### src/rtl/i2c_wb_sequencer.sv
`default_nettype none
// ============================================================================
// Module   : i2c_wb_sequencer
// Brief    : Wishbone master that initialises an i2c_master_wb_top core and
//            runs single-byte I2C register writes/reads on request.
//            Optional poll watchdog: define I2C_SEQ_TIMEOUT_EN.
// Revision : 1.0 - initial release
// ============================================================================
module i2c_wb_sequencer #(
    parameter logic [15:0] PRESCALE       = 16'h000A,
    parameter int          TIMEOUT_CYCLES = 65535
) (
    input  logic       wb_clk_i,
    input  logic       wb_rst_ni,
    input  logic       req_i,
    input  logic       req_rd_i,
    input  logic [6:0] dev_addr_i,
    input  logic [7:0] reg_addr_i,
    input  logic [7:0] wr_data_i,
    output logic       init_done_o,
    output logic       busy_o,
    output logic       done_o,
    output logic       nack_o,
    output logic [7:0] rd_data_o,
    output logic [2:0] m_wb_adr_o,
    output logic [7:0] m_wb_dat_o,
    input  logic [7:0] m_wb_dat_i,
    output logic       m_wb_we_o,
    output logic       m_wb_stb_o,
    output logic       m_wb_cyc_o,
    input  logic       m_wb_ack_i
);

    localparam logic [3:0] c_INIT_PRL   = 4'd0;
    localparam logic [3:0] c_INIT_PRH   = 4'd1;
    localparam logic [3:0] c_INIT_CTR   = 4'd2;
    localparam logic [3:0] c_IDLE       = 4'd3;
    localparam logic [3:0] c_LD_TXR     = 4'd4;
    localparam logic [3:0] c_LD_CR      = 4'd5;
    localparam logic [3:0] c_POLL_SR    = 4'd6;
    localparam logic [3:0] c_CHECK      = 4'd7;
    localparam logic [3:0] c_RD_RXR     = 4'd8;
    localparam logic [3:0] c_ABORT_CR   = 4'd9;
    localparam logic [3:0] c_ABORT_POLL = 4'd10;
    localparam logic [3:0] c_FINISH     = 4'd11;

    localparam logic [2:0] c_ADR_PRERLO = 3'd0;
    localparam logic [2:0] c_ADR_PRERHI = 3'd1;
    localparam logic [2:0] c_ADR_CTR    = 3'd2;
    localparam logic [2:0] c_ADR_TXR    = 3'd3;
    localparam logic [2:0] c_ADR_CR     = 3'd4;

    logic [3:0] r_state;
    logic [1:0] r_phase;
    logic       r_rd;
    logic [6:0] r_dev;
    logic [7:0] r_reg;
    logic [7:0] r_wdata;
    logic       r_sr_tip;
    logic       r_sr_nack;
    logic       r_abort;
    logic       r_init_done;
    logic       r_busy;
    logic       r_done;
    logic       r_nack;
    logic [7:0] r_rd_data;
    logic       r_cyc;
    logic [2:0] r_adr;
    logic [7:0] r_dat;
    logic       r_we;

    logic       w_ack;
    logic [7:0] w_txr;
    logic [7:0] w_cr;
    logic       w_last_phase;
    logic       w_acc_en;
    logic [2:0] w_acc_adr;
    logic [7:0] w_acc_dat;
    logic       w_acc_we;
    logic       w_tmo_hit;
    logic       w_abort_stop;

    assign w_ack = r_cyc & m_wb_ack_i;

    // Phase-indexed TXR/CR contents; read transactions add a repeated start and a final NACKed read.
    always_comb begin
        w_txr = {r_dev, 1'b0};
        w_cr  = 8'h90;
        case (r_phase)
            2'd1: begin
                w_txr = r_reg;
                w_cr  = 8'h10;
            end
            2'd2: begin
                w_txr = r_rd ? {r_dev, 1'b1} : r_wdata;
                w_cr  = r_rd ? 8'h90 : 8'h50;
            end
            2'd3: w_cr = 8'h68;
            default: ;
        endcase
    end

    assign w_last_phase = r_rd ? (r_phase == 2'd3) : (r_phase == 2'd2);

    always_comb begin
        w_acc_en  = 1'b1;
        w_acc_adr = c_ADR_CR;
        w_acc_dat = 8'h00;
        w_acc_we  = 1'b1;
        case (r_state)
            c_INIT_PRL: begin
                w_acc_adr = c_ADR_PRERLO;
                w_acc_dat = PRESCALE[7:0];
            end
            c_INIT_PRH: begin
                w_acc_adr = c_ADR_PRERHI;
                w_acc_dat = PRESCALE[15:8];
            end
            c_INIT_CTR: begin
                w_acc_adr = c_ADR_CTR;
                w_acc_dat = 8'h80;
            end
            c_LD_TXR: begin
                w_acc_adr = c_ADR_TXR;
                w_acc_dat = w_txr;
            end
            c_LD_CR:      w_acc_dat = w_cr;
            c_POLL_SR:    w_acc_we  = 1'b0;
            c_RD_RXR: begin
                w_acc_adr = c_ADR_TXR;
                w_acc_we  = 1'b0;
            end
            c_ABORT_CR:   w_acc_dat = 8'h40;
            c_ABORT_POLL: w_acc_we  = 1'b0;
            default:      w_acc_en  = 1'b0;
        endcase
    end

`ifdef I2C_SEQ_TIMEOUT_EN
    localparam logic [15:0] c_TMO_LIMIT = 16'(TIMEOUT_CYCLES);

    logic [15:0] r_tmo_cnt;
    logic        r_timed_out;

    always_ff @(posedge wb_clk_i) begin
        if (!wb_rst_ni) begin
            r_tmo_cnt   <= 16'd0;
            r_timed_out <= 1'b0;
        end else begin
            if (w_ack && (r_state == c_LD_CR || r_state == c_ABORT_CR)) begin
                r_tmo_cnt <= 16'd0;
            end else if ((r_state == c_POLL_SR || r_state == c_CHECK ||
                          r_state == c_ABORT_POLL) && r_tmo_cnt != c_TMO_LIMIT) begin
                r_tmo_cnt <= r_tmo_cnt + 16'd1;
            end
            if (r_state == c_IDLE && req_i) begin
                r_timed_out <= 1'b0;
            end else if (r_state == c_CHECK && r_sr_tip && w_tmo_hit) begin
                r_timed_out <= 1'b1;
            end
        end
    end

    assign w_tmo_hit    = (r_tmo_cnt == c_TMO_LIMIT);
    // After a watchdog abort the core is presumed hung: a single SR read closes the transaction.
    assign w_abort_stop = r_timed_out | w_tmo_hit;
`else
    localparam logic [15:0] c_unused_tmo_limit = 16'(TIMEOUT_CYCLES);

    assign w_tmo_hit    = 1'b0;
    assign w_abort_stop = 1'b0;
`endif

    always_ff @(posedge wb_clk_i) begin
        if (!wb_rst_ni) begin
            r_state     <= c_INIT_PRL;
            r_phase     <= 2'd0;
            r_rd        <= 1'b0;
            r_dev       <= 7'd0;
            r_reg       <= 8'd0;
            r_wdata     <= 8'd0;
            r_sr_tip    <= 1'b0;
            r_sr_nack   <= 1'b0;
            r_abort     <= 1'b0;
            r_init_done <= 1'b0;
            r_busy      <= 1'b0;
            r_done      <= 1'b0;
            r_nack      <= 1'b0;
            r_rd_data   <= 8'd0;
            r_cyc       <= 1'b0;
            r_adr       <= 3'd0;
            r_dat       <= 8'd0;
            r_we        <= 1'b0;
        end else begin
            r_done <= 1'b0;

            // Bus cycle engine: launch from an idle bus, drop the edge after ack.
            if (r_cyc) begin
                if (m_wb_ack_i) begin
                    r_cyc <= 1'b0;
                end
            end else if (w_acc_en) begin
                r_cyc <= 1'b1;
                r_adr <= w_acc_adr;
                r_dat <= w_acc_dat;
                r_we  <= w_acc_we;
            end

            case (r_state)
                c_INIT_PRL: if (w_ack) r_state <= c_INIT_PRH;
                c_INIT_PRH: if (w_ack) r_state <= c_INIT_CTR;
                c_INIT_CTR: begin
                    if (w_ack) begin
                        r_init_done <= 1'b1;
                        r_state     <= c_IDLE;
                    end
                end
                c_IDLE: begin
                    if (req_i) begin
                        r_rd    <= req_rd_i;
                        r_dev   <= dev_addr_i;
                        r_reg   <= reg_addr_i;
                        r_wdata <= wr_data_i;
                        r_phase <= 2'd0;
                        r_abort <= 1'b0;
                        r_busy  <= 1'b1;
                        r_nack  <= 1'b0;
                        r_state <= c_LD_TXR;
                    end
                end
                c_LD_TXR: if (w_ack) r_state <= c_LD_CR;
                c_LD_CR:  if (w_ack) r_state <= c_POLL_SR;
                c_POLL_SR: begin
                    if (w_ack) begin
                        r_sr_tip  <= m_wb_dat_i[1];
                        r_sr_nack <= m_wb_dat_i[7];
                        r_state   <= c_CHECK;
                    end
                end
                c_CHECK: begin
                    if (r_sr_tip) begin
                        if (w_tmo_hit) begin
                            r_abort <= 1'b1;
                            r_state <= c_ABORT_CR;
                        end else begin
                            r_state <= c_POLL_SR;
                        end
                    end else if (r_phase == 2'd3) begin
                        r_state <= c_RD_RXR;
                    end else if (r_sr_nack) begin
                        r_abort <= 1'b1;
                        r_state <= c_ABORT_CR;
                    end else if (w_last_phase) begin
                        r_state <= c_FINISH;
                    end else begin
                        r_phase <= r_phase + 2'd1;
                        r_state <= (r_rd && r_phase == 2'd2) ? c_LD_CR : c_LD_TXR;
                    end
                end
                c_RD_RXR: begin
                    if (w_ack) begin
                        r_rd_data <= m_wb_dat_i;
                        r_state   <= c_FINISH;
                    end
                end
                c_ABORT_CR: if (w_ack) r_state <= c_ABORT_POLL;
                c_ABORT_POLL: begin
                    if (w_ack && (!m_wb_dat_i[1] || w_abort_stop)) begin
                        r_state <= c_FINISH;
                    end
                end
                c_FINISH: begin
                    r_done  <= 1'b1;
                    r_busy  <= 1'b0;
                    r_nack  <= r_abort;
                    r_state <= c_IDLE;
                end
                default: r_state <= c_INIT_PRL;
            endcase
        end
    end

    assign init_done_o = r_init_done;
    assign busy_o      = r_busy;
    assign done_o      = r_done;
    assign nack_o      = r_nack;
    assign rd_data_o   = r_rd_data;
    assign m_wb_adr_o  = r_adr;
    assign m_wb_dat_o  = r_dat;
    assign m_wb_we_o   = r_we;
    assign m_wb_stb_o  = r_cyc;
    assign m_wb_cyc_o  = r_cyc;

endmodule
`default_nettype wire

### config.mk
export PLATFORM = sky130hd
export DESIGN_NAME = i2c_wb_sequencer
export DESIGN_NICKNAME = d
export VERILOG_FILES = /design/src/rtl/i2c_wb_sequencer.sv
export SDC_FILE = /design/constraint.sdc
export NUM_CORES = 1
export LEC_CHECK = 0
export CAP_MARGIN = 5
export CORE_MARGIN = 5
export CORE_UTILIZATION = 57
export CTS_BUF_LIST = sky130_fd_sc_hd__clkbuf_4 sky130_fd_sc_hd__clkbuf_8
export DETAILED_ROUTE_END_ITERATION = 8
export PLACE_DENSITY = 0.85
export SLEW_MARGIN = 30
export SYNTH_ARGS = -nofsm -noshare
export SYNTH_HDL_FRONTEND = slang
export SYNTH_SLANG_ARGS = --single-unit
export TNS_END_PERCENT = 100
### constraint.sdc
create_clock -name wb_clk_i -period 3.5 [get_ports wb_clk_i]
set_clock_uncertainty 0.15 [all_clocks]
set_input_delay 0.525 -clock wb_clk_i [delete_from_list [all_inputs] [get_ports wb_clk_i]]
set_output_delay 0.525 -clock wb_clk_i [all_outputs]
set_load 0.02 [all_outputs]
==> results.txt <==
The flow ran to the end, and the final reports show no timing, DRC or antenna violations. The overall overflow remaining after global route is 0. The die outline height came out at 81.8 um.

The cell count after placement came out at 467. Setup violations remaining at the end of the flow were counted as 0. The core area came out at 5040 um^2. The global-route usage over all layers came out at 23.6%. The detail-routed via count per cell is 5.82.

Input and output buffers added on the ports amount to 61. The share of the synthesized area in the top cell type came out at 39.6%. The most used flip-flop cell after synthesis is dfxtp_1. In the routed design, unresolved DRC markers number 0.

The detailed router finished its first iteration with 335 violations. The number of placement rows came out at 26. The worst register-to-register path has a depth of 4. The leakage power summed over all cells came out at 1.33 nW. The measured slew at the worst slew-check pin came out at 867 ps. The delay of the slowest cell on the worst path is 850 ps. For this run, asynchronously set or reset flops after synthesis account for 0%. After synthesis, the cell types taking the most area are dfxtp_1 40%, nand2_1 9.6%, a21boi_1 5.9%, nor2b_1 4.3%, mux2i_1 3.4%.

The cell family with the largest share of critical-path delay is simple AND/OR/NAND/NOR gates. During synthesis, Yosys emitted a total of 0 warnings. The register clock-pin slew on the reported worst setup and hold paths is 70 ps.

After filler insertion, the fill cell instance count of the layout stands at 412. The timing-limited maximum frequency came out at 399 MHz. Entering global routing, the biggest net connects 34 pins. The number of clock buffers added by TritonCTS is 9. The critical path buffer and inverter count came out at 0. The setup path with the least slack is of type reg -> reg. The tightest min-delay check is of the reg -> reg type.

The count of flip-flops with a built-in enable after synthesis is 0. The worst path arrival time is 2580 ps. The critical path's slowest cell is dfxtp_1.

The synthesized flop and latch total came out at 58. The overall power after layout is 1.40 mW. Counting buffers and inverters, the worst setup path is 4 cells deep.

The utilization after layout came out at 73.7%. The final-layout worst hold slack came out at 308 ps. The routed design has 7440 um of wire. The post-layout net count came out at 450. The peak supply drop came out at 0.210 mV. Across all layers, the routed design uses 2811 vias.

During I/O placement, the number of pins put on the boundary was 62. The number of detailed-routing iterations run before antenna repair came out at 5. The biggest fanout along the worst timing path is 25. The final standard cell count with taps included and fillers excluded came out at 483.

The least setup slack across all paths after layout came out at 994 ps. After routing, the total negative slack on setup checks comes to 0 ps. The launching element type of the critical path is a register. In this run the mean area of a mapped cell was 8.18 um^2. The number of global-route vias before repair is 2612.

The source of the worst register-to-register timing path is r_state[3]. The routed length per placed instance is 15.4 um. Routability-driven placement finished with a final weighted congestion of 0.890. Counting along the longest clock path gives a buffer depth of 2. The final critical delay including setup and external delays is 2510 ps. The root cell of the clock tree is clkbuf_8.

The count of hold-fix buffers inserted at cts is 0. The die covers 6680 um^2. In this run the worst setup path terminates at rd_data_o[7]. The biggest area contributor in the post-synthesis netlist is dfxtp_1.

The startpoint identified for the worst hold timing path is r_wdata[6]. The fraction of layout instances using a drive strength above 1 came out at 6.78%. The final instance area came out at 3720 um^2. The placed instances occupy a cell area of 3540 um^2. The number of standard cells after synthesis came out at 359. The global-route wire length before repair is 12100 um. The share of synthesized area occupied by flip-flops and latches is 39.6%. The post-cts resize count came out at 0. The number of antenna cells inserted came out at 0.

The worst register-to-register path ends at rd_data_o[7]. The register-to-register path setup slack came out at 990 ps. The H-tree depth is 3.

The detailed placer's ending HPWL came out at 5110 um. The launching instance or port of the critical path is r_state[3]. Traced cell by cell, the critical path runs through and2b_2 > or4b_1 > mux2i_1 > nor2b_1.

The area added between synthesis and finish is 26.7%. The post-synthesis instance area is 2940 um^2. The number of buffers inserted to repair setup after CTS is 0. The initial antenna violation count is 0. Data on the critical path is required at its endpoint by 3570 ps. The width of the chip is 81.8 um. The total clock sinks came out at 58.

Setup repair after global routing left no endpoint under its margin. After synthesis, the netlist uses 52 different library cells. TritonCTS built the clock tree. The max capacitance violation total is 0.

The endpoint class of the critical path is a register. The power per unit of standard cell area is 377 nW/um^2. The max-slew violation total from the final report is 0. The worst-case setup slack after placement is 949 ps. The number of failing hold endpoints at the final stage came to 0. The worst path uses 71.6% of the clock period. Once detail routing completed, the nets flagged for antenna violations numbered 0. Clock latency on the worst-skew pair, taken at its later pin, is 330 ps.

The worst relative slew slack is 42.2%. The starting density of the core is 58.2%. The number of nets in the synthesized netlist is 401.
[routing by layer]
layer / track usage, % / vias up / wire length (um)
li1: - / 1360 / -
met1: 30.3 / 1312 / 3180
met2: 37.8 / 124 / 3580
met3: 6.25 / 15 / 564
met4: 8.64 / 0 / 114
met5: 0 / - / 0
[how the worst min path moves through the flow]
stage / endpoint / slack (ps) / depth (start not counted)
finish: r_wdata[6] / 310 / 2
global route: r_reg[4] / 330 / 2
CTS: r_wdata[5] / 310 / 2
detailed placement: r_wdata[5] / 300 / 2
global placement: r_wdata[2] / 290 / 2
floorplan: r_wdata[2] / 280 / 2
[cells by family (layout without fill, tap and decap cells)]
kind of cell | Yosys count | in the layout | share of synthesized area, %
buffers and inverters | 33 | 87 | 4.99
AND/OR/NAND/NOR | 148 | 148 | 24.8
AO/OA/AOI/OAI | 103 | 103 | 24.3
adder cells (fa/ha/maj) | 6 | 6 | 2.56
multiplexers | 11 | 11 | 3.79
flip-flops | 58 | 58 | 39.6
[power by group]
group / switching [mW] / total, mW / internal (mW)
registers: 0.0139 / 0.689 / 0.675
logic: 0.0805 / 0.170 / 0.0896
clock network: 0.249 / 0.545 / 0.296
total: 0.343 / 1.40 / 1.06
[placed cells by master (no fill, tap or decap), drive strengths merged, types with 4 or more instances in the layout]
master | synthesis | layout
nand2 | 75 | 75
clkdlybuf4s50 | 0 | 61
dfxtp | 58 | 58
a21boi | 29 | 29
o21ai | 21 | 21
nor2b | 20 | 20
a21oi | 18 | 18
nand3 | 15 | 15
clkbuf | 16 | 13
mux2i | 10 | 10
nor2 | 9 | 9
ha | 6 | 6
inv | 5 | 5
nand2b | 5 | 5
buf | 12 | 5
nor4 | 4 | 4
a31oi | 4 | 4
o21a | 4 | 4
[synth_stat cells, drive strengths merged (2+ instances only)]
cell type	number
and3	3
nor2	9
ha	6
nor4	4
inv	5
nor4b	2
or4b	3
a21oi	18
nor3	3
a21o	2
o41ai	2
a31oi	4
a211oi	3
a22oi	2
o21ai	21
buf	12
a31o	3
nand3	15
nand2b	5
o211ai	3
mux2i	10
nand4b	2
a221oi	3
o21a	4
nor2b	20
nand2	75
and2	2
a21boi	29
dfxtp	58
clkbuf	16
[tightest hold or removal path, delay by kind of cell, from the launching register on]
family / cells / cell delay [ps]
and+or+nand+nor: 1 / 50
DFF: 1 / 310
AOI/OAI and AO/OA: 1 / 50
[cell type report]
type / count / area (um^2) / area share (%)
multi-input cells: 268 / 1630 / 43.8
flip-flops and latches: 58 / 1160 / 31.2
repair buffers: 66 / 648 / 17.4
clock buffers: 13 / 160 / 4.31
well taps: 70 / 87.6 / 2.36
inverters: 5 / 18.8 / 0.505
clock inverters: 3 / 15.0 / 0.404
Power figures use the tool's default switching activity.
